<file path="config.mk">
export PLATFORM = sky130hd
export DESIGN_NAME = i2c_sclk_gen
export DESIGN_NICKNAME = d
export VERILOG_FILES = /design/src/rtl/i2c_sclk_gen.sv
export SDC_FILE = /design/constraint.sdc
export NUM_CORES = 1
export LEC_CHECK = 0
export BUFFER_PORTS_ARGS = -buffer_cell sky130_fd_sc_hd__buf_2
export CORE_MARGIN = 10
export CORE_UTILIZATION = 59
export CTS_BUF_LIST = sky130_fd_sc_hd__clkbuf_8
export CTS_CLUSTER_SIZE = 16
export DETAILED_ROUTE_END_ITERATION = 8
export PLACE_DENSITY = 0.79
export SYNTH_ARGS = -nofsm -noshare
export SYNTH_HDL_FRONTEND = slang
export SYNTH_SLANG_ARGS = --single-unit
</file>
<file path="constraint.sdc">
create_clock -name clk -period 2.4 [get_ports clk]
set_input_delay 0.36 -clock clk [delete_from_list [all_inputs] [get_ports clk]]
set_output_delay 0.36 -clock clk [all_outputs]
set_load 0.005 [all_outputs]
</file>
<file path="src/rtl/i2c_sclk_gen.sv">
`default_nettype none
// ============================================================================
// Module      : i2c_sclk_gen
// Description : Free-running I2C SCL generator. Divides clk down to a 50%-duty
//               SCL and emits registered single-cycle phase strobes: SCL rise,
//               SCL fall, mid-high (SDA sample point) and mid-low (SDA change
//               point).
// Revision    : 1.0 - initial release
// ============================================================================
module i2c_sclk_gen #(
    parameter int CLK_FREQ_HZ = 500_000_000,
    parameter int SCL_FREQ_HZ = 400_000
) (
    input  logic clk,
    input  logic rst_,
    output logic scl,
    output logic scl_rise,
    output logic scl_fall,
    output logic scl_hi_mid,
    output logic scl_lo_mid
);

    // clk cycles per SCL half-period
    localparam int HALF  = CLK_FREQ_HZ / (2 * SCL_FREQ_HZ);
    localparam int CNT_W = (HALF > 1) ? $clog2(HALF) : 1;

    localparam logic [CNT_W-1:0] C_CNT_LAST = CNT_W'(HALF - 1);
    localparam logic [CNT_W-1:0] C_CNT_MID  = CNT_W'(HALF / 2);
    localparam logic [CNT_W-1:0] C_CNT_ONE  = CNT_W'(1);

    // A half-period shorter than two cycles would make strobes collide.
    generate
        if (HALF < 2) begin : g_half_check
            $error("i2c_sclk_gen: HALF=%0d is illegal, must be >= 2", HALF);
        end
    endgenerate

    logic [CNT_W-1:0] r_cnt;
    logic             r_scl;
    logic             r_scl_rise;
    logic             r_scl_fall;
    logic             r_scl_hi_mid;
    logic             r_scl_lo_mid;

    logic             w_wrap;
    logic [CNT_W-1:0] w_cnt_nxt;
    logic             w_scl_nxt;
    logic             w_mid;

    // Next-state of the divider: wrap at HALF-1 and toggle SCL on the wrap.
    // The mid point is judged on the updated count so the strobe lines up
    // with the register update that produces it.
    always_comb begin
        w_wrap    = (r_cnt == C_CNT_LAST);
        w_cnt_nxt = w_wrap ? '0 : (r_cnt + C_CNT_ONE);
        w_scl_nxt = w_wrap ? ~r_scl : r_scl;
        w_mid     = (w_cnt_nxt == C_CNT_MID);
    end

    // Divider counter, SCL level and all strobes; reset parks SCL at the idle
    // bus level (high) and restarts the first high phase from scratch.
    always_ff @(posedge clk or negedge rst_) begin
        if (!rst_) begin
            r_cnt        <= '0;
            r_scl        <= 1'b1;
            r_scl_rise   <= 1'b0;
            r_scl_fall   <= 1'b0;
            r_scl_hi_mid <= 1'b0;
            r_scl_lo_mid <= 1'b0;
        end else begin
            r_cnt        <= w_cnt_nxt;
            r_scl        <= w_scl_nxt;
            r_scl_rise   <= w_wrap & ~r_scl;
            r_scl_fall   <= w_wrap &  r_scl;
            r_scl_hi_mid <= w_mid  &  w_scl_nxt;
            r_scl_lo_mid <= w_mid  & ~w_scl_nxt;
        end
    end

    assign scl        = r_scl;
    assign scl_rise   = r_scl_rise;
    assign scl_fall   = r_scl_fall;
    assign scl_hi_mid = r_scl_hi_mid;
    assign scl_lo_mid = r_scl_lo_mid;

endmodule
`default_nettype wire

</file>
==> reports/metrics.csv, run 1 <==
stage,metric,value,unit
timing,setup_viol,0,
cts,cts_tree,built,
power,ir_drop,323,uV
grt,grt_usage,0.103,
grt,grt-ovfl-total,0,
yosys,avgSynthCellArea,11.0,um^2
timing,finalCritPeriodShare,0.759,
yosys,ys_seq_area_frac,0.488,
grt,antenna_found_initial,0,
drt,ant_nets,0,
critical_path,arrival,1.96,ns
critical_path,end_kind,register,
cts,cts-root-buf,clkbuf_8,
yosys,synth_edf_count,0,
placed_design,routabilityCongestion,0.917,
cts,cts_num_sinks,15,
drt,drt_pass1_iterations,6,
cts,cts.path.max_buffers,2,
grt,grt_pass1_vias,563,
critical_path,cp_num_buf_inv,1,
cts,htree_levels,1,
placed_design,placedInstanceArea,800,um^2
die,die_y,56.2,um
timing,fin_crit,1.82,ns
cts,cts_setup_buffers,0,
finish,drive_gt1_frac,0.192,
power,leakagePower,0.402,nW
yosys,synth_top_area_share,0.454,
drt,vias_per_cell,6.01,
critical_path,cp_cell_sequence,nor4_2 > and4_1 > ha_1 > inv_1 > nand3_1 > nor4b_1,
timing,slew_headroom,0.722,
drt,drc,0,
timing,hold_slack,0.00457,ns
placed_design,dp_slack,0.665,ns
timing,setup_ws,0.579,ns
cts,clk_transition_reported_paths,0.06,ns
yosys,synth_top_cell_by_area,dfrtp_1,
yosys,yosys-top-cells-area,"dfrtp_1 (45%), ha_1 (6.5%), xnor2_1 (5.7%), dfstp_2 (3.4%), buf_6 (2.9%)",
timing,drv_slew,0,
hold_path,hp-class,in -> async,
finish,fin_nets,85,
yosys,ys_warn_count,0,
die,core-area,1170,um^2
timing,hold_viol_final,0,
yosys,async_reset_ff_frac,1.00,
yosys,synth_fp_nets,76,
die,start_util,0.659,
drt,initialDrtViolationCount,17,
drt,avgRoutedWirePerCell,17.1,um
die,io_pins,7,
yosys,synth_area,772,um^2
critical_path,path_class,reg -> reg,
yosys,synthFlopType,dfrtp_1,
placed_design,hpwl,1040,um
die,die_w,56.2,um
critical_path,critPathTopFamily,simple AND/OR/NAND/NOR gates,
grt,grt_first_pass_wirelength,2670,um
timing,worstMarginPinSlew,0.413,ns
cts,cts-resized-gates,0,
die,die-area,3160,um^2
drt,routed_wl,1580,um
power,powerDensity,541,nW/um^2
critical_path,crit_slowest_cell,dfrtp_1,
flow_run,cap_violations,0,
timing,finalClockSkew,0.00467,ns
timing,fin_setup_tns,0,ns
critical_path,worstSetupStartpointType,register,
critical_path,crit_fanout,4,
drt,num_vias,553,
die,std_cell_rows,12,
run_status,status,"finished, final reports clean",
placed_design,io_buffers,6,
cts,cts_inserted_buffers,3,
finish,finalInstanceArea,845,um^2
timing,max_freq,0.549,GHz
critical_path,crit_required,2.54,ns
grt,grt_max_degree,16,
cts,clk_latency,0.25,ns
timing,grt_setup_unrepaired,false,
finish,n_antenna_cell,0,
critical_path,cpPeakStageDelay,0.43,ns
cts,cts_hold_buf,0,
yosys,synth_cell_types,30,
yosys,synth_cells,70,
finish,syn_to_final_growth,9.40,%
yosys,synth_seq_cells,15,
finish,fillers,86,
## sequential cells by signal, indices dropped and copies added (netlist names)
signal,cells
scl_rise,1
scl,1
scl_lo_mid,1
scl_fall,1
scl_hi_mid,1
r_cnt,10
## cell usage after synthesis (2+ instances only)
cell type  instances
nand2_1            2
o21ai_0            3
nor4b_1            2
nand3_1            4
and3_1             3
a21oi_1            2
buf_6              2
ha_1               4
nand3b_1           2
dfrtp_1           14
nor2_1             5
xnor2_1            5
inv_1              5
## worst paths after layout
path                       slack (ns)  cells past startpoint                   end               start
min reg2reg                      0.55                      1    r_cnt[0]$_DFF_PN0_  r_cnt[0]$_DFF_PN0_
max in group asynchronous        2.10                      1         scl$_DFF_PN1_                rst_
max reg2reg                      0.58                      6  scl_hi_mid$_DFF_PN0_  r_cnt[7]$_DFF_PN0_
min                             0.005                      1    scl_fall$_DFF_PN0_                rst_
max                              0.58                      6  scl_hi_mid$_DFF_PN0_  r_cnt[7]$_DFF_PN0_
min in group clk                 0.55                      1    r_cnt[0]$_DFF_PN0_  r_cnt[0]$_DFF_PN0_
## final cells by class
cell class,instances,area [um^2],area share
Tap cell,14,17.5,0.0207
Timing Repair Buffer,7,37.5,0.0444
Sequential cell,15,377,0.446
Multi-Input combinational cell,47,349,0.413
Clock buffer,3,41.3,0.0489
Clock inverter,1,3.75,0.00444
Inverter,5,18.8,0.0222
## layer usage
metal / global-route usage / vias to the layer above / wire [um]
li1: - / 266 / -
met1: 0.119 / 257 / 689
met2: 0.159 / 24 / 715
met3: 0.0478 / 6 / 129
met4: 0.0444 / 0 / 40
met5: 0 / - / 0
## power by group
part | switching, mW | internal [mW]
clock network | 0.0854 | 0.113
logic | 0.00467 | 0.000593
registers | 0 | 0.253
total | 0.0901 | 0.367
## cells by family after synthesis
group,Yosys count,synth area share
buffers and inverters,8,0.0600
AOI/OAI and AO/OA,9,0.0827
and+or+nand+nor,28,0.237
adders and majority gates,4,0.0648
xor gates and xnor gates,6,0.0681
DFF,15,0.488
## worst reg2reg max path, delay by kind of cell (launching register included)
kind | cells | cell delay [ns]
simple gates | 4 | 0.96
fa+ha+maj | 1 | 0.26
buf+inv | 1 | 0.08
flops | 1 | 0.43
## layout by cell type (no fill, tap or decap), drive strengths merged
master  synthesis  final
dfrtp          14     14
buf             3      7
inv             5      6
nor2            6      6
xnor2           5      5
nand3           5      5
ha              4      4
o21ai           4      4
and3            3      3
clkbuf          0      3
nand2           2      2
nand3b          2      2
a21oi           2      2
nor4b           2      2
nor4            2      2
or4             1      1
and4            1      1
a31oi           1      1
o31ai           1      1
xor2            1      1
nor2b           1      1
nand4           1      1
or3             1      1
o2bb2a          1      1
and4b           1      1
dfstp           1      1
## stage by stage
step | utilization | power [mW] | cells
2_1_floorplan | - | 0.258 | 70
3_3_place_gp | 0.683 | 0.263 | 88
3_5_place_dp | 0.683 | 0.263 | 88
4_1_cts | 0.721 | 0.458 | 92
5_1_grt | 0.721 | 0.478 | 92
6_report | 0.721 | 0.457 | 92
No activity file was read; power rests on OpenSTA's default activity.
==> run 2, diff against run 1 <==
==> constraint.sdc (replaced) <==
create_clock -name clk -period 1.82 [get_ports clk]
set_input_delay 0.273 -clock clk [delete_from_list [all_inputs] [get_ports clk]]
set_output_delay 0.273 -clock clk [all_outputs]
set_load 0.005 [all_outputs]
==> run 2 against run 1 <==
Net effect:
- flip-flop and latch count is the same
- clock-buffer cell count is the same
- sequential power grew 32%
- final area grew 7.9%
- first-iteration DRC count grew 18%
- hold slack gained 0.46 ns
- routed wire length is essentially flat
- critical path type unchanged
==> reports/metrics.csv, run 2 (same netlist as run 1, synthesis figures left out) <==
stage,metric,value,unit,change
critical_path,cp_cell_sequence,inv_1 > ha_1 > and4_1 > buf_4 > buf_4 > nor2_4 > nor4b_1,,was nor4_2 > and4_1 > ha_1 > inv_1 > nand3_1 > nor4b_1
drt,drt_pass1_iterations,4,,was 6
placed_design,hpwl,1070,um,was 1040 um
timing,finalCritPeriodShare,0.962,,was 0.759
die,std_cell_rows,12,,unchanged
critical_path,crit_slowest_cell,dfrtp_1,,unchanged
finish,drive_gt1_frac,0.274,,was 0.192
timing,finalClockSkew,0.00156,ns,was 0.00467 ns
finish,final_cell_mix,"dfrtp_1 (14), buf_2 (6), buf_4 (6)",,"was dfrtp_1 (14), inv_1 (6), buf_2 (6), nor2_1 (5), xnor2_1 (5)"
critical_path,critPathMostFrequentCell,buf_4,,
finish,fin_cells,98,,was 92
grt,grt-ovfl-total,0,,unchanged
timing,grt_setup_unrepaired,false,,unchanged
placed_design,placedInstanceArea,830,um^2,was 800 um^2
die,die_w,56.2,um,unchanged
cts,cts_inserted_buffers,3,,unchanged
finish,syn_to_final_growth,18.0,%,was 9.40%
cts,cts.path.max_buffers,2,,unchanged
power,total_power,607,uW,was 457 uW
drt,drc,0,,unchanged
placed_design,io_buffers,6,,unchanged
finish,n_antenna_cell,0,,unchanged
flow_run,cap_violations,0,,unchanged
drt,ant_nets,0,,unchanged
critical_path,path_class,reg -> reg,,unchanged
cts,htree_levels,1,,unchanged
grt,grt_pass1_vias,580,,was 563
cts,cts_tree,built,,unchanged
finish,fillers,74,,was 86
grt,grt_max_degree,16,,unchanged
power,powerDensity,666,nW/um^2,was 541 nW/um^2
critical_path,cp_num_buf_inv,3,,was 1
cts,cts_num_sinks,15,,unchanged
timing,slew_headroom,0.703,,was 0.722
power,ir_drop,477,uV,was 323 uV
critical_path,crit_cells,7,,was 6
finish,fin_nets,91,,was 85
timing,setup_viol,0,,unchanged
drt,vias_per_cell,6.09,,was 6.01
die,io_pins,7,,unchanged
timing,fin_crit,1.75,ns,was 1.82 ns
timing,hold_viol_final,0,,unchanged
timing,worstMarginPinSlew,0.441,ns,was 0.413 ns
timing,fin_setup_tns,0,ns,unchanged
finish,final_common_cell,dfrtp_1,,unchanged
die,start_util,0.659,,unchanged
grt,grt_usage,0.101,,was 0.103
grt,gr-usage-met3,0.0433,,was 0.0478
grt,antenna_found_initial,0,,unchanged
hold_path,hp-class,in -> async,,unchanged
placed_design,routabilityCongestion,0.869,,was 0.917
drt,avgRoutedWirePerCell,16.1,um,was 17.1 um
critical_path,crit_required,1.95,ns,was 2.54 ns
critical_path,worstSetupStartpointType,register,,unchanged
timing,drv_slew,0,,unchanged
die,die_y,56.2,um,unchanged
run_status,status,"finished, final reports clean",,unchanged
grt,use_met2,0.154,,was 0.159
cts,clk_transition_reported_paths,0.06,ns,about the same
grt,busiest_layer,met2,,unchanged
cts,cts-root-buf,clkbuf_8,,unchanged
timing,max_freq,0.571,GHz,was 0.549 GHz
drt,num_vias,597,,was 553
grt,grt.met1_usage,0.112,,was 0.119
drt,routed_wl,1570,um,was 1580 um
drt,initialDrtViolationCount,20,,was 17
critical_path,crit_fanout,7,,was 4
critical_path,cpPeakStageDelay,0.42,ns,was 0.43 ns
critical_path,critPathTopFamily,simple AND/OR/NAND/NOR gates,,unchanged
finish,regMostFlops,r_cnt,,unchanged
finish,largest_reg_flops,10,,unchanged
die,die-area,3160,um^2,unchanged
critical_path,end_kind,register,,unchanged
finish,finalInstanceArea,911,um^2,was 845 um^2
grt,grt_first_pass_wirelength,2590,um,was 2670 um
power,leakagePower,0.432,nW,was 0.402 nW
critical_path,r2r.worst_path.cells,7,,was 6
placed_design,dp_cells,92,,was 88
cts,clk_latency,0.25,ns,about the same
critical_path,arrival,1.88,ns,was 1.96 ns
die,core-area,1170,um^2,unchanged
run 2: worst paths after layout:
check | start | end | slack (ns)
setup / recovery | r_cnt[0]$_DFF_PN0_ | scl_lo_mid$_DFF_PN0_ | 0.07
hold / removal | rst_ | r_cnt[7]$_DFF_PN0_ | 0.46
setup reg to reg | r_cnt[0]$_DFF_PN0_ | scl_lo_mid$_DFF_PN0_ | 0.07
hold reg to reg | r_cnt[9]$_DFF_PN0_ | r_cnt[9]$_DFF_PN0_ | 0.54
max in group asynchronous | rst_ | scl$_DFF_PN1_ | 1.07
min in group clk | r_cnt[9]$_DFF_PN0_ | r_cnt[9]$_DFF_PN0_ | 0.54
run 2: per-stage QoR:
step            util  hold slack [ns]  worst slack, ns
3_5_place_dp   0.708            0.194           0.0499
5_1_grt        0.778            0.492           0.0140
2_1_floorplan      -          -0.0226           0.0795
3_3_place_gp   0.708            0.186            0.161
4_1_cts        0.755            0.462           0.0319
6_report       0.778            0.464           0.0699
run 2: where the power goes:
group          total, mW  internal, mW  switching [mW]  leakage [nW]
clock network      0.265         0.150           0.115        0.0269
registers          0.334         0.334               0         0.191
logic            0.00853       0.00219         0.00634         0.214
run 2: layout make-up:
| cell class | count | area (um^2) | area share |
|---|---|---|---|
| clock inverters | 1 | 3.75 | 0.00412 |
| inverters | 5 | 18.8 | 0.0206 |
| flip-flops and latches | 15 | 377 | 0.413 |
| clock buffers | 3 | 41.3 | 0.0453 |
| well taps | 14 | 17.5 | 0.0192 |
| multi-input cells | 47 | 368 | 0.404 |
| repair buffers | 13 | 85.1 | 0.0934 |
run 2: worst register-to-register path: stages (launching register included):
cell	delay (ns)
dfrtp_1	0.42
inv_1	0.07
ha_1	0.20
and4_1	0.23
buf_4	0.14
buf_4	0.16
nor2_4	0.11
nor4b_1	0.29
run 2: timing repair:
action                                  4_1_cts  5_1_grt
endpoints found under the setup margin        0        1
resized for setup                             0        3
endpoints found under the hold margin        14        0
hold buffers                                  1        0
buffers inserted                              0        1
run 2: layer usage:
| layer | routed length (um) | up-vias |
|---|---|---|
| met5 | 0 | - |
| met1 | 678 | 300 |
| met3 | 106 | 7 |
| met2 | 738 | 17 |
| met4 | 50 | 0 |
| li1 | - | 273 |
==> run 3, diff against run 2 <==
--- a/config.mk
+++ b/config.mk
@@ -7,11 +7,11 @@
 export LEC_CHECK = 0
 export BUFFER_PORTS_ARGS = -buffer_cell sky130_fd_sc_hd__buf_2
 export CORE_MARGIN = 10
-export CORE_UTILIZATION = 59
+export CORE_UTILIZATION = 55
 export CTS_BUF_LIST = sky130_fd_sc_hd__clkbuf_8
 export CTS_CLUSTER_SIZE = 16
 export DETAILED_ROUTE_END_ITERATION = 8
-export PLACE_DENSITY = 0.79
+export PLACE_DENSITY = 0.75
 export SYNTH_ARGS = -nofsm -noshare
 export SYNTH_HDL_FRONTEND = slang
 export SYNTH_SLANG_ARGS = --single-unit
==> run 3 against run 2 <==
Net effect:
- maximum frequency increased by 1.4%
- die area rose by 4.7%
- first-iteration DRC count decreased by 75%
- non-clock buffer count increased by 1
- clock-buffer cell count unchanged
- routed wire length rose by 1.6%
- critical path depth fell by 1
- via count is 3.2% lower
- hold slack lost 0.0068 ns
==> reports/metrics.csv, run 3 (same netlist as run 1, synthesis figures left out) <==
stage,metric,value,unit,change
run_status,status,"finished, final reports clean",,unchanged
die,std_cell_rows,13,,was 12
power,p_sw_frac,0.196,,was 0.200
cts,htree_levels,1,,unchanged
drt,avgRoutedWirePerCell,16.0,um,was 16.1 um
power,pwr-share-clk,0.433,,was 0.436
finish,fillers,101,,was 74
timing,max_freq,0.580,GHz,was 0.571 GHz
power,combPwrFrac,0.014,,about the same
drt,routed_wl,1600,um,was 1570 um
critical_path,end_kind,register,,unchanged
finish,multi_input_area,370,um^2,was 368 um^2
cts,cts.path.max_buffers,2,,unchanged
drt,initialDrtViolationCount,5,,was 20
grt,grt_max_degree,16,,unchanged
placed_design,dp_slack,0.0609,ns,was 0.0499 ns
finish,final_cell_mix,"dfrtp_1 (13), buf_4 (7), inv_1 (6), buf_2 (6)",,"was dfrtp_1 (14), buf_2 (6), buf_4 (6)"
power,powerDensity,654,nW/um^2,was 666 nW/um^2
grt,grt_usage,0.108,,was 0.101
critical_path,arrival,1.89,ns,was 1.88 ns
timing,worstMarginPinSlew,0.321,ns,was 0.441 ns
drt,drc,0,,unchanged
cts,clk_transition_reported_paths,0.06,ns,about the same
die,start_util,0.586,,was 0.659
grt,antenna_found_initial,0,,unchanged
finish,syn_to_final_growth,19.6,%,was 18.0%
critical_path,crit_required,1.98,ns,was 1.95 ns
timing,fin_crit,1.73,ns,was 1.75 ns
critical_path,crit_fanout,4,,was 7
timing,setup_ws,0.0944,ns,was 0.0699 ns
finish,final_common_cell,dfrtp_1,,unchanged
critical_path,worstSetupStartpointType,register,,unchanged
grt,grt_pass1_vias,638,,was 580
timing,hold_viol_final,0,,unchanged
timing,finalClockSkew,0.00337,ns,was 0.00156 ns
grt,grt-ovfl-total,0,,unchanged
timing,setup_viol,0,,unchanged
die,die_w,57.5,um,was 56.2 um
cts,clk_latency,0.25,ns,about the same
timing,finalCritPeriodShare,0.948,,was 0.962
finish,regMostFlops,r_cnt,,unchanged
cts,cts_tree,built,,unchanged
finish,largest_reg_flops,10,,unchanged
finish,regArea,378,um^2,was 377 um^2
drt,vias_per_cell,5.78,,was 6.09
drt,num_vias,578,,was 597
die,core-area,1320,um^2,was 1170 um^2
finish,drive_gt1_frac,0.282,,was 0.274
power,switching_power,118,uW,was 121 uW
hold_path,hp-class,in -> async,,unchanged
power,ir_drop,506,uV,was 477 uV
power,leakagePower,0.442,nW,was 0.432 nW
drt,ant_nets,0,,unchanged
critical_path,path_class,reg -> reg,,unchanged
placed_design,hpwl,1100,um,was 1070 um
timing,slew_headroom,0.786,,was 0.703
cts,cts_inserted_buffers,3,,unchanged
finish,fin_nets,92,,was 91
die,io_pins,7,,unchanged
cts,cts-root-buf,clkbuf_8,,unchanged
power,internal_power,485,uW,about the same
grt,grt_first_pass_wirelength,2820,um,was 2590 um
die,die_y,57.5,um,was 56.2 um
power,seq_power_share,0.553,,was 0.550
placed_design,io_buffers,6,,unchanged
cts,cts_num_sinks,15,,unchanged
timing,grt_setup_unrepaired,false,,unchanged
placed_design,routabilityCongestion,0.874,,was 0.869
timing,drv_slew,0,,unchanged
die,die-area,3300,um^2,was 3160 um^2
flow_run,cap_violations,0,,unchanged
timing,fin_setup_tns,0,ns,unchanged
finish,n_antenna_cell,0,,unchanged
drt,drt_pass1_iterations,4,,unchanged
run 3: cell types whose count changed in the layout (fill, tap and decap cells not counted), sizes merged:
| cell | delta |
|---|---|
| buf | +1 |
run 3: layer usage:
| layer | vias up | wire, um | track usage |
|---|---|---|---|
| met2 | 15 | 830 | 0.184 |
| met4 | 0 | 44 | 0.0805 |
| met3 | 5 | 59 | 0.0310 |
| li1 | 277 | - | - |
| met5 | - | 0 | 0 |
| met1 | 281 | 665 | 0.109 |
run 3: worst max-delay path, stage by stage, from the launching register on:
cell     delay [ns]
dfrtp_2        0.44
nor4_4         0.29
and4_1         0.24
ha_1           0.24
inv_1          0.09
nand3_1        0.11
nor4b_2        0.22
run 3: final timing paths:
check / start / to / slack, ns / cells after the start
hold reg to reg: r_cnt[9]$_DFF_PN0_ / r_cnt[9]$_DFF_PN0_ / 0.59 / 1
setup reg to reg: r_cnt[7]$_DFF_PN0_ / scl_hi_mid$_DFF_PN0_ / 0.09 / 6
min in group clk: r_cnt[9]$_DFF_PN0_ / r_cnt[9]$_DFF_PN0_ / 0.59 / 1
setup / recovery: r_cnt[7]$_DFF_PN0_ / scl_hi_mid$_DFF_PN0_ / 0.09 / 6
max in group asynchronous: rst_ / scl$_DFF_PN1_ / 1.07 / 2
hold / removal: rst_ / scl_hi_mid$_DFF_PN0_ / 0.46 / 2
run 3: power by group through the flow:
stage	Combinational [mW]	Clock, mW	Sequential [mW]
4_1_cts	0.00900	0.270	0.334
3_5_place_dp	0.00737	0	0.340
3_3_place_gp	0.00732	0	0.340
2_1_floorplan	0.000000164	0	0.340
6_report	0.00838	0.262	0.334
5_1_grt	0.00974	0.280	0.333
run 3: layout make-up:
class | instances | area share
Timing Repair Buffer | 14 | 0.100
Sequential cell | 15 | 0.409
Clock buffer | 3 | 0.0447
Multi-Input combinational cell | 47 | 0.401
Inverter | 5 | 0.0203
Clock inverter | 1 | 0.00407
Tap cell | 15 | 0.0203
run 3: timing repair:
| action | in CTS | in global routing |
|---|---|---|
| setup endpoints to repair | 1 | 2 |
| pin swaps | 1 | 2 |
| hold endpoints to repair | 14 | 0 |
| hold buffers | 1 | 0 |
| setup buffers | 0 | 2 |
| gates resized for setup | 0 | 4 |
run 3: metrics by stage:
step                       util  total power, mW  hold slack [ns]  area, um^2  instances
final                     0.701            0.604            0.457         923        100
after global routing      0.701            0.623            0.484         923        100
after CTS                 0.672            0.613            0.462         886         98
after detailed placement  0.631            0.347            0.191         831         93
after global placement    0.631            0.347            0.190         831         93
after floorplan               -            0.340          -0.0226         772         70
